### src/rtl/weight_loader.sv
// weight_loader: streams 9*NUM_FILTERS signed weight beats into nine
// 3x3-kernel weight memories. Beat order is kx fastest, then ky, then filter.
// Each accepted beat shows up one cycle later as a write on memory k=ky*3+kx
// at address f.
module weight_loader #(
    parameter int NUM_FILTERS = 16
) (
    input  logic       clk,
    input  logic       xrst,
    input  logic       start,
    input  logic       in_valid,
    output logic       in_ready,
    input  logic [7:0] in_data,
    output logic       w0_we,
    output logic [3:0] w0_waddr,
    output logic [7:0] w0_wdata,
    output logic       w1_we,
    output logic [3:0] w1_waddr,
    output logic [7:0] w1_wdata,
    output logic       w2_we,
    output logic [3:0] w2_waddr,
    output logic [7:0] w2_wdata,
    output logic       w3_we,
    output logic [3:0] w3_waddr,
    output logic [7:0] w3_wdata,
    output logic       w4_we,
    output logic [3:0] w4_waddr,
    output logic [7:0] w4_wdata,
    output logic       w5_we,
    output logic [3:0] w5_waddr,
    output logic [7:0] w5_wdata,
    output logic       w6_we,
    output logic [3:0] w6_waddr,
    output logic [7:0] w6_wdata,
    output logic       w7_we,
    output logic [3:0] w7_waddr,
    output logic [7:0] w7_wdata,
    output logic       w8_we,
    output logic [3:0] w8_waddr,
    output logic [7:0] w8_wdata,
    output logic       busy,
    output logic       finish
);

    typedef enum logic [1:0] {IDLE, LOAD, DONE} state_t;

    localparam logic [3:0] LAST_F = 4'(NUM_FILTERS - 1);

    state_t      state_q, state_d;
    logic [1:0]  kx_q, kx_d;
    logic [1:0]  ky_q, ky_d;
    logic [3:0]  f_q, f_d;
    logic [8:0]  we_q, we_d;
    logic [3:0]  waddr_q, waddr_d;
    logic [7:0]  wdata_q, wdata_d;
    logic        in_ready_q, in_ready_d;
    logic        busy_q, busy_d;
    logic        finish_q, finish_d;
    logic [3:0]  k;

    // kernel slot of the beat currently at the input
    assign k = ({2'b00, ky_q} * 4'd3) + {2'b00, kx_q};

    // next-state: FSM, kernel/filter counters and the one-cycle write stage
    always_comb begin
        state_d    = state_q;
        kx_d       = kx_q;
        ky_d       = ky_q;
        f_d        = f_q;
        we_d       = '0;
        waddr_d    = waddr_q;
        wdata_d    = wdata_q;
        in_ready_d = in_ready_q;
        busy_d     = busy_q;
        finish_d   = 1'b0;
        case (state_q)
            IDLE: begin
                if (start) begin
                    state_d    = LOAD;
                    in_ready_d = 1'b1;
                    busy_d     = 1'b1;
                    kx_d       = '0;
                    ky_d       = '0;
                    f_d        = '0;
                end
            end
            LOAD: begin
                if (in_valid) begin
                    we_d    = 9'b1 << k;
                    waddr_d = f_q;
                    wdata_d = in_data;
                    if (kx_q == 2'd2) begin
                        kx_d = '0;
                        if (ky_q == 2'd2) begin
                            ky_d = '0;
                            if (f_q == LAST_F) begin
                                // last beat: the write and finish land together
                                f_d        = '0;
                                state_d    = DONE;
                                in_ready_d = 1'b0;
                                finish_d   = 1'b1;
                            end else begin
                                f_d = f_q + 4'd1;
                            end
                        end else begin
                            ky_d = ky_q + 2'd1;
                        end
                    end else begin
                        kx_d = kx_q + 2'd1;
                    end
                end
            end
            DONE: begin
                state_d    = IDLE;
                in_ready_d = 1'b0;
                busy_d     = 1'b0;
            end
            default: begin
                state_d    = IDLE;
                in_ready_d = 1'b0;
                busy_d     = 1'b0;
            end
        endcase
    end

    // state registers; reset drops any pending write and clears the datapath
    always_ff @(posedge clk) begin
        if (xrst) begin
            state_q    <= IDLE;
            kx_q       <= '0;
            ky_q       <= '0;
            f_q        <= '0;
            we_q       <= '0;
            waddr_q    <= '0;
            wdata_q    <= '0;
            in_ready_q <= 1'b0;
            busy_q     <= 1'b0;
            finish_q   <= 1'b0;
        end else begin
            state_q    <= state_d;
            kx_q       <= kx_d;
            ky_q       <= ky_d;
            f_q        <= f_d;
            we_q       <= we_d;
            waddr_q    <= waddr_d;
            wdata_q    <= wdata_d;
            in_ready_q <= in_ready_d;
            busy_q     <= busy_d;
            finish_q   <= finish_d;
        end
    end

    assign in_ready = in_ready_q;
    assign busy     = busy_q;
    assign finish   = finish_q;

    assign w0_we = we_q[0];
    assign w1_we = we_q[1];
    assign w2_we = we_q[2];
    assign w3_we = we_q[3];
    assign w4_we = we_q[4];
    assign w5_we = we_q[5];
    assign w6_we = we_q[6];
    assign w7_we = we_q[7];
    assign w8_we = we_q[8];

    assign w0_waddr = waddr_q;
    assign w1_waddr = waddr_q;
    assign w2_waddr = waddr_q;
    assign w3_waddr = waddr_q;
    assign w4_waddr = waddr_q;
    assign w5_waddr = waddr_q;
    assign w6_waddr = waddr_q;
    assign w7_waddr = waddr_q;
    assign w8_waddr = waddr_q;

    assign w0_wdata = wdata_q;
    assign w1_wdata = wdata_q;
    assign w2_wdata = wdata_q;
    assign w3_wdata = wdata_q;
    assign w4_wdata = wdata_q;
    assign w5_wdata = wdata_q;
    assign w6_wdata = wdata_q;
    assign w7_wdata = wdata_q;
    assign w8_wdata = wdata_q;

endmodule

### config.mk
export PLATFORM = sky130hd
export DESIGN_NAME = weight_loader
export DESIGN_NICKNAME = d
export VERILOG_FILES = /design/src/rtl/weight_loader.sv
export SDC_FILE = /design/constraint.sdc
export NUM_CORES = 1
export LEC_CHECK = 0
export CAP_MARGIN = 20
export CORE_ASPECT_RATIO = 1.25
export CORE_MARGIN = 2
export CORE_UTILIZATION = 37
export CTS_CLUSTER_DIAMETER = 50
export DETAILED_ROUTE_END_ITERATION = 10
export GPL_TIMING_DRIVEN = 0
export PLACE_DENSITY = 0.93
export SLEW_MARGIN = 20
export SYNTH_ARGS = -nofsm -noshare
export SYNTH_HDL_FRONTEND = slang
export SYNTH_SLANG_ARGS = --single-unit
### constraint.sdc
create_clock -name clk -period 3 [get_ports clk]
set_input_delay 0.3 -clock clk [delete_from_list [all_inputs] [get_ports clk]]
set_output_delay 0.3 -clock clk [all_outputs]
set_load 0.02 [all_outputs]
==> results of run 1 <==
-- synth_stat cells (2+ instances only) --
library cell | instances | area share, %
a21oi_1 | 16 | 3.8
ha_1 | 6 | 3.5
nand2_1 | 25 | 4.4
nand3b_1 | 5 | 1.8
fa_1 | 2 | 1.9
clkbuf_1 | 4 | 0.71
inv_1 | 6 | 1.1
o21ai_0 | 5 | 1.2
buf_2 | 2 | 0.47
dfxtp_1 | 33 | 31
nand4b_1 | 4 | 1.7
a31oi_1 | 2 | 0.59
nor3_1 | 2 | 0.47
nand3_1 | 4 | 0.95
buf_4 | 97 | 34
mux2i_1 | 2 | 0.95
and3b_1 | 2 | 0.83
nor4_1 | 2 | 0.59
nand2b_1 | 8 | 2.4
nor2_1 | 9 | 1.6
-- state kept, by name (all words and copies together), names as in the netlist --
signal    flops
kx_q          2
finish        1
ky_q          2
state_q       2
w0_wdata      8
w0_waddr      4
we_q          9
f_q           4
busy          1
-- critical path, cell delays in order (launching register included) --
cell and delay, ns:
dfxtp_1 0.42, inv_1 0.13, fa_1 0.55, inv_1 0.05, ha_1 0.18, inv_1 0.06, fa_1 0.44, nand3b_1 0.25
nor3_1 0.17
-- where the power goes --
group          leakage, nW  switching [W]  total [W]  internal [W]
logic                 1.20       0.000114   0.000252      0.000138
registers            0.267      0.0000152   0.000462      0.000447
clock network       0.0585       0.000155   0.000426      0.000271
total                 1.52       0.000285    0.00114      0.000855
-- per-stage QoR --
stage / std cells / total power (W) / instance area (sq um) / util (%) / hold slack [ns]
2_1_floorplan: 250 / 0.000614 / 2120 / - / 0.407
3_3_place_gp: 444 / 0.000718 / 3500 / 63.9 / 0.451
3_5_place_dp: 444 / 0.000724 / 3500 / 63.9 / 0.466
4_1_cts: 452 / 0.00115 / 3620 / 66.0 / 0.476
5_1_grt: 452 / 0.00119 / 3620 / 66.0 / 0.500
6_report: 452 / 0.00114 / 3620 / 66.0 / 0.468
-- path summary, 6_finish.rpt --
kind,startpoint,endpoint,slack [ns]
max,kx_q[1]$_SDFFE_PP0P_,we_q[4]$_SDFF_PP0_,0.67
min,busy$_SDFFE_PP0P_,busy$_SDFFE_PP0P_,0.47
max reg2reg,kx_q[1]$_SDFFE_PP0P_,we_q[4]$_SDFF_PP0_,0.67
min reg2reg,busy$_SDFFE_PP0P_,busy$_SDFFE_PP0P_,0.47
-- area by class of cell --
type | count | area, sq um | share of cell area, %
repair buffers | 130 | 1300 | 36.0
plain buffers | 103 | 753 | 20.8
multi-input cells | 108 | 682 | 18.9
flip-flops and latches | 33 | 661 | 18.3
clock buffers | 7 | 86.3 | 2.39
well taps | 64 | 80.1 | 2.21
clock inverters | 1 | 30.0 | 0.830
inverters | 6 | 22.5 | 0.623
-- metal layers --
| metal | global-route usage [%] | share of wire [%] | up-vias |
|---|---|---|---|
| li1 | - | - | 993 |
| met1 | 15.9 | 33 | 910 |
| met2 | 33.1 | 56 | 99 |
| met3 | 4.78 | 8.0 | 10 |
| met4 | 6.35 | 2.1 | 0 |
| met5 | 0 | 0 | - |
-- cells by family after synthesis --
logic type	share of synthesized area, %
simple gates	18.1
fa+ha+maj	5.43
buf+inv	36.6
flops	31.2
mux	1.59
compound gates	7.03
==> results.yml, run 1 <==
sta:
  hold_violations: 0
  final.setup.worst_slack_ns: 0.672
  rsz0062_at_grt: "no"
  achievable-frequency_mhz: 430
  final.setup.tns_ns: 0
  final.setup_skew_ns: 0.00743
  timing.max_slew.rel_slack_pct: 69.4
  worst_pin_slew_ns: 0.459
  finalSetupViolations: 0
  slew_viol_final: 0
  timing.final.crit_share_pct: 77.6
  final.min_clock_period_ns: 2.33
global_route:
  number_of_antenna_violations_at_the_first_check_in_global_routing: 0
  globalRouteTotalUtil_pct: 16.6
  grt_pass1_vias: 1790
  grt-ovfl-total: 0
  grt_start_max_net_pins: 11
  grt_first_pass_wirelength_um: 8320
power:
  total_leakage_power_nw: 1.52
  max_rail_drop_vdd_uv: 183
  power_per_cell_area_nw_per_um2: 315
synth:
  synth_sequential_area_ratio_pct: 31.2
  synth_top_flop_cell: "dfxtp_1"
  async_flop_share_pct: 0
  post_synthesis_instance_area_sq_um: 2120
  synth.yosys.warnings: 0
  syn_avg_cell_area_sq_um: 8.47
  synth-seq-cells: 33
  syn_inst: 250
  synth_edf_count: 0
  post_synthesis_net_count: 270
  synth.distinct_cells: 34
floorplanning:
  die_y_um: 88.6
  core_area_sq_um: 5480
  initial_core_util_pct: 38.7
  die-area_sq_um: 6350
  num_io_pins: 132
  std_cell_rows: 30
  die_x_um: 71.7
cts:
  clockBufferDepth: 2
  numClockSinks: 33
  post_cts.resized_instances: 0
  cts-buffers-inserted: 5
  tritoncts_clock_tree: "yes"
  clk_tree_root_cell: "clkbuf_8"
  clk_transition_reported_paths_ns: 0.07
  cts_post_setup_buffers_inserted: 0
  ctsHtreeMaxLevel: 2
  clock_insertion_delay_worst_skew_ns: 0.28
  cts-hold-fix-buffers: 0
placed_design:
  preCtsSetupSlack_ns: 0.722
  routabilityCongestion: 0.818
  buffers_on_ports: 130
  detailedPlacementHpwl_um: 4420
route:
  route.detailed.vias_per_inst: 4.45
  totalWireLength_um: 5500
  drc: 0
  overall_via_count_from_detail_route: 2012
  dr.pass1.iters: 4
  drt_iter0_drc: 44
  post_drt_wl_per_cell_um: 12.2
  ant_nets: 0
finish:
  fillCellCount: 453
  layout_commonest_cell: "clkdlybuf4s50_1"
  share_of_final_layout_standard_cells_stronger_than_drive_strength_1_pct: 28.1
  areaGrowthSynthToFinish_pct: 70.7
  highest_count_cells_in_the_layout_ignoring_fill_and_taps: "clkdlybuf4s50_1 (130), buf_4 (97), dfxtp_1 (33)"
  finalNetCount: 407
  insertedDiodeCount: 0
worst_setup_path:
  required_ns: 3.21
  critical_path.max_fanout: 7
  r2r.worst_path.cells: 8
  critical_path.startpoint_type: "register"
  worst-endpoint-arrival_ns: 2.53
  setup.worst_path.end_class: "register"
  worstSetupPathType: "reg -> reg"
outcome:
  run_status: "completed"
hold_path:
  holdPathStages: 2
  hold_crit_path_type: "reg -> reg"
job:
  max_cap_violations: 0
No activity file was read; power rests on OpenSTA's default activity.
==> run 2: changes to the inputs <==
==> constraint.sdc (replaced) <==
create_clock -name clk -period 2.15 [get_ports clk]
set_input_delay 0.215 -clock clk [delete_from_list [all_inputs] [get_ports clk]]
set_output_delay 0.215 -clock clk [all_outputs]
set_load 0.02 [all_outputs]
==> run 2 against run 1 <==
Compared with the run above: sequential power grew 39%; via count is 2.3% higher; count of clock-buffer cells in the layout is the same; sequential share of layout area fell by 0.085 points; die area is the same; core utilization increased by 0.94 points; maximum frequency is 11% higher; clock power up 40%; critical path type unchanged; largest cell class unchanged; largest power group unchanged.
==> results.yml, run 2 (synthesized netlist as in run 1, its figures left out) <==
cts:
  clock_insertion_delay_worst_skew_ns: 0.28
  cts-buffers-inserted: 5
  numClockSinks: 33
  tritoncts_clock_tree: "yes"
  clk_transition_reported_paths_ns: 0.06
  clockBufferDepth: 2
  ctsHtreeMaxLevel: 2
  clk_tree_root_cell: "clkbuf_8"
sta:
  achievable-frequency_mhz: 479
  rsz0062_at_grt: "yes"
  hold_slack_ns: 0.444
  final.setup.tns_ns: 0
  finalSetupViolations: 0
  hold_violations: 0
  final.min_clock_period_ns: 2.09
  timing.final.crit_share_pct: 97.1
  final.setup_skew_ns: 0.00850
  timing.max_slew.rel_slack_pct: 69.4
  slew_viol_final: 0
  worst_pin_slew_ns: 0.459
floorplanning:
  initial_core_util_pct: 38.7
  core_area_sq_um: 5480
  die-area_sq_um: 6350
  std_cell_rows: 30
  die_y_um: 88.6
  die_x_um: 71.7
  num_io_pins: 132
route:
  max_used_layer: "met4"
  wl_met1_um: 1840
  dr.pass1.iters: 4
  ant_nets: 0
  routed-wl-met3_um: 469
  post_drt_wl_per_cell_um: 12.4
  drt_iter0_drc: 43
  met2RoutedLength_um: 3150
  route.detailed.vias_per_inst: 4.51
  overall_via_count_from_detail_route: 2058
  totalWireLength_um: 5640
  drc: 0
finish:
  insertedDiodeCount: 0
  finalNetCount: 411
  largest_register: "we_q"
  final_design_area_no_fill_sq_um: 3670
  share_of_final_layout_standard_cells_stronger_than_drive_strength_1_pct: 31.4
  layout_commonest_cell: "clkdlybuf4s50_1"
  areaGrowthSynthToFinish_pct: 73.1
  number_of_flip_flops_in_the_largest_register: 9
  post-route-util_pct: 66.9
  highest_count_cells_in_the_layout_ignoring_fill_and_taps: "clkdlybuf4s50_1 (130), buf_4 (101), dfxtp_1 (30)"
  final_std_cells_w_o_fill: 456
worst_setup_path:
  setup.worst_path.end_class: "register"
  critical_path.startpoint_type: "register"
  reg2reg_from: "ky_q[0]$_SDFFE_PP0P_"
  critPathMaxStageDelay_ns: 0.53
  worstSetupPathType: "reg -> reg"
  critical_path.max_fanout: 4
  critical_path_depth: 8
  worst-endpoint-arrival_ns: 2.30
  worst_setup_path_endpoint: "we_q[4]$_SDFF_PP0_"
  worst_path_cell_chain: "inv_2 -> fa_1 -> inv_1 -> ha_2 -> inv_2 -> fa_1 -> nand3b_1 -> nor3_2"
  cpMaxStageDelayCell: "fa_1"
  r2r.worst_path.cells: 8
  required_ns: 2.36
  critical_path_buf_inv_count: 3
  cpLargestDelayFamily: "adder cells"
  regToRegEndpoint: "we_q[4]$_SDFF_PP0_"
  crit_path_start: "ky_q[0]$_SDFFE_PP0P_"
  regToRegSetupSlack_ns: 0.06
placed_design:
  buffers_on_ports: 130
  routabilityCongestion: 0.818
  dpl-instance-area_sq_um: 3500
  detailedPlacementHpwl_um: 4420
  placed_cells: 444
global_route:
  grt_first_pass_wirelength_um: 8380
  grt_pass1_vias: 1831
  globalRouteTotalUtil_pct: 16.7
  grt_start_max_net_pins: 11
  number_of_antenna_violations_at_the_first_check_in_global_routing: 0
  grt-ovfl-total: 0
outcome:
  run_status: "completed"
job:
  max_cap_violations: 0
power:
  total_leakage_power_nw: 1.55
  power_per_cell_area_nw_per_um2: 436
  max_rail_drop_vdd_uv: 246
hold_path:
  hold_crit_path_type: "in -> reg"
==> run 2: cell count changes in the layout (fill, tap and decap cells not counted), moves of 3 or more <==
cell	before	now
buf_4	97	101
dfxtp_1	33	30
inv_2	0	3
inv_1	6	2
==> run 2: layer usage <==
| layer | vias up | global-route usage, % |
|---|---|---|
| li1 | 1001 | - |
| met1 | 931 | 15.7 |
| met2 | 108 | 32.7 |
| met3 | 18 | 5.13 |
| met4 | 0 | 8.06 |
| met5 | - | 0 |
==> run 2: area by class of cell <==
cell class,count,area (sq um)
fill,444,1810
buffer,103,753
timing repair buffer,134,1330
sequential,33,667
clock buffer,7,86.3
inverter,6,25.0
clock inverter,1,30.0
multi-input combinational,108,694
tap,64,80.1
==> run 2: worst min-delay path by stage <==
stage                      startpoint                      end  slack (ns)  cells after the start
finish                           xrst      f_q[0]$_SDFFE_PP0P_        0.44                      3
global route                     xrst     ky_q[1]$_SDFFE_PP0P_        0.46                      3
CTS                              xrst      f_q[0]$_SDFFE_PP0P_        0.44                      3
detailed placement  busy$_SDFFE_PP0P_        busy$_SDFFE_PP0P_        0.47                      2
global placement    busy$_SDFFE_PP0P_        busy$_SDFFE_PP0P_        0.45                      2
floorplan                    in_valid  state_q[0]$_SDFFE_PP0P_        0.32                      1
==> run 2: timing repair <==
item	CTS	global route
endpoints found under the setup margin	8	5
hold buffers	0	0
pin swaps	4	4
gates resized for setup	10	2
setup buffers	4	0
==> run 2: per-stage QoR <==
step / total power, W / worst slack (ns)
after floorplan: 0.000856 / 0.0676
after global placement: 0.00100 / -0.0672
final: 0.00160 / 0.0615
after CTS: 0.00161 / 0.00232
after global routing: 0.00167 / -0.0519
after detailed placement: 0.00101 / -0.128
==> run 2: worst min-delay path, stage by stage <==
cell and delay, ns:
clkbuf_1 0.17, nand2b_1 0.18, o21ai_0 0.12
==> run 2: power by group <==
| group | switching, W | leakage, nW | internal [W] | total [W] |
|---|---|---|---|---|
| combinational | 0.000162 | 1.22 | 0.000196 | 0.000358 |
| clock | 0.000219 | 0.0585 | 0.000378 | 0.000596 |
| sequential | 0.0000208 | 0.269 | 0.000623 | 0.000644 |
| total | 0.000402 | 1.55 | 0.00120 | 0.00160 |
==> run 3: changes to the inputs <==
--- a/config.mk
+++ b/config.mk
@@ -5,7 +5,8 @@
 export SDC_FILE = /design/constraint.sdc
 export NUM_CORES = 1
 export LEC_CHECK = 0
-export CAP_MARGIN = 20
+export ABC_CLOCK_PERIOD_IN_PS = 2150
+export CAP_MARGIN = 15
 export CORE_ASPECT_RATIO = 1.25
 export CORE_MARGIN = 2
 export CORE_UTILIZATION = 37
==> results of run 3 <==
No change in the layout: final DEF, timing and power equal those of run 2.
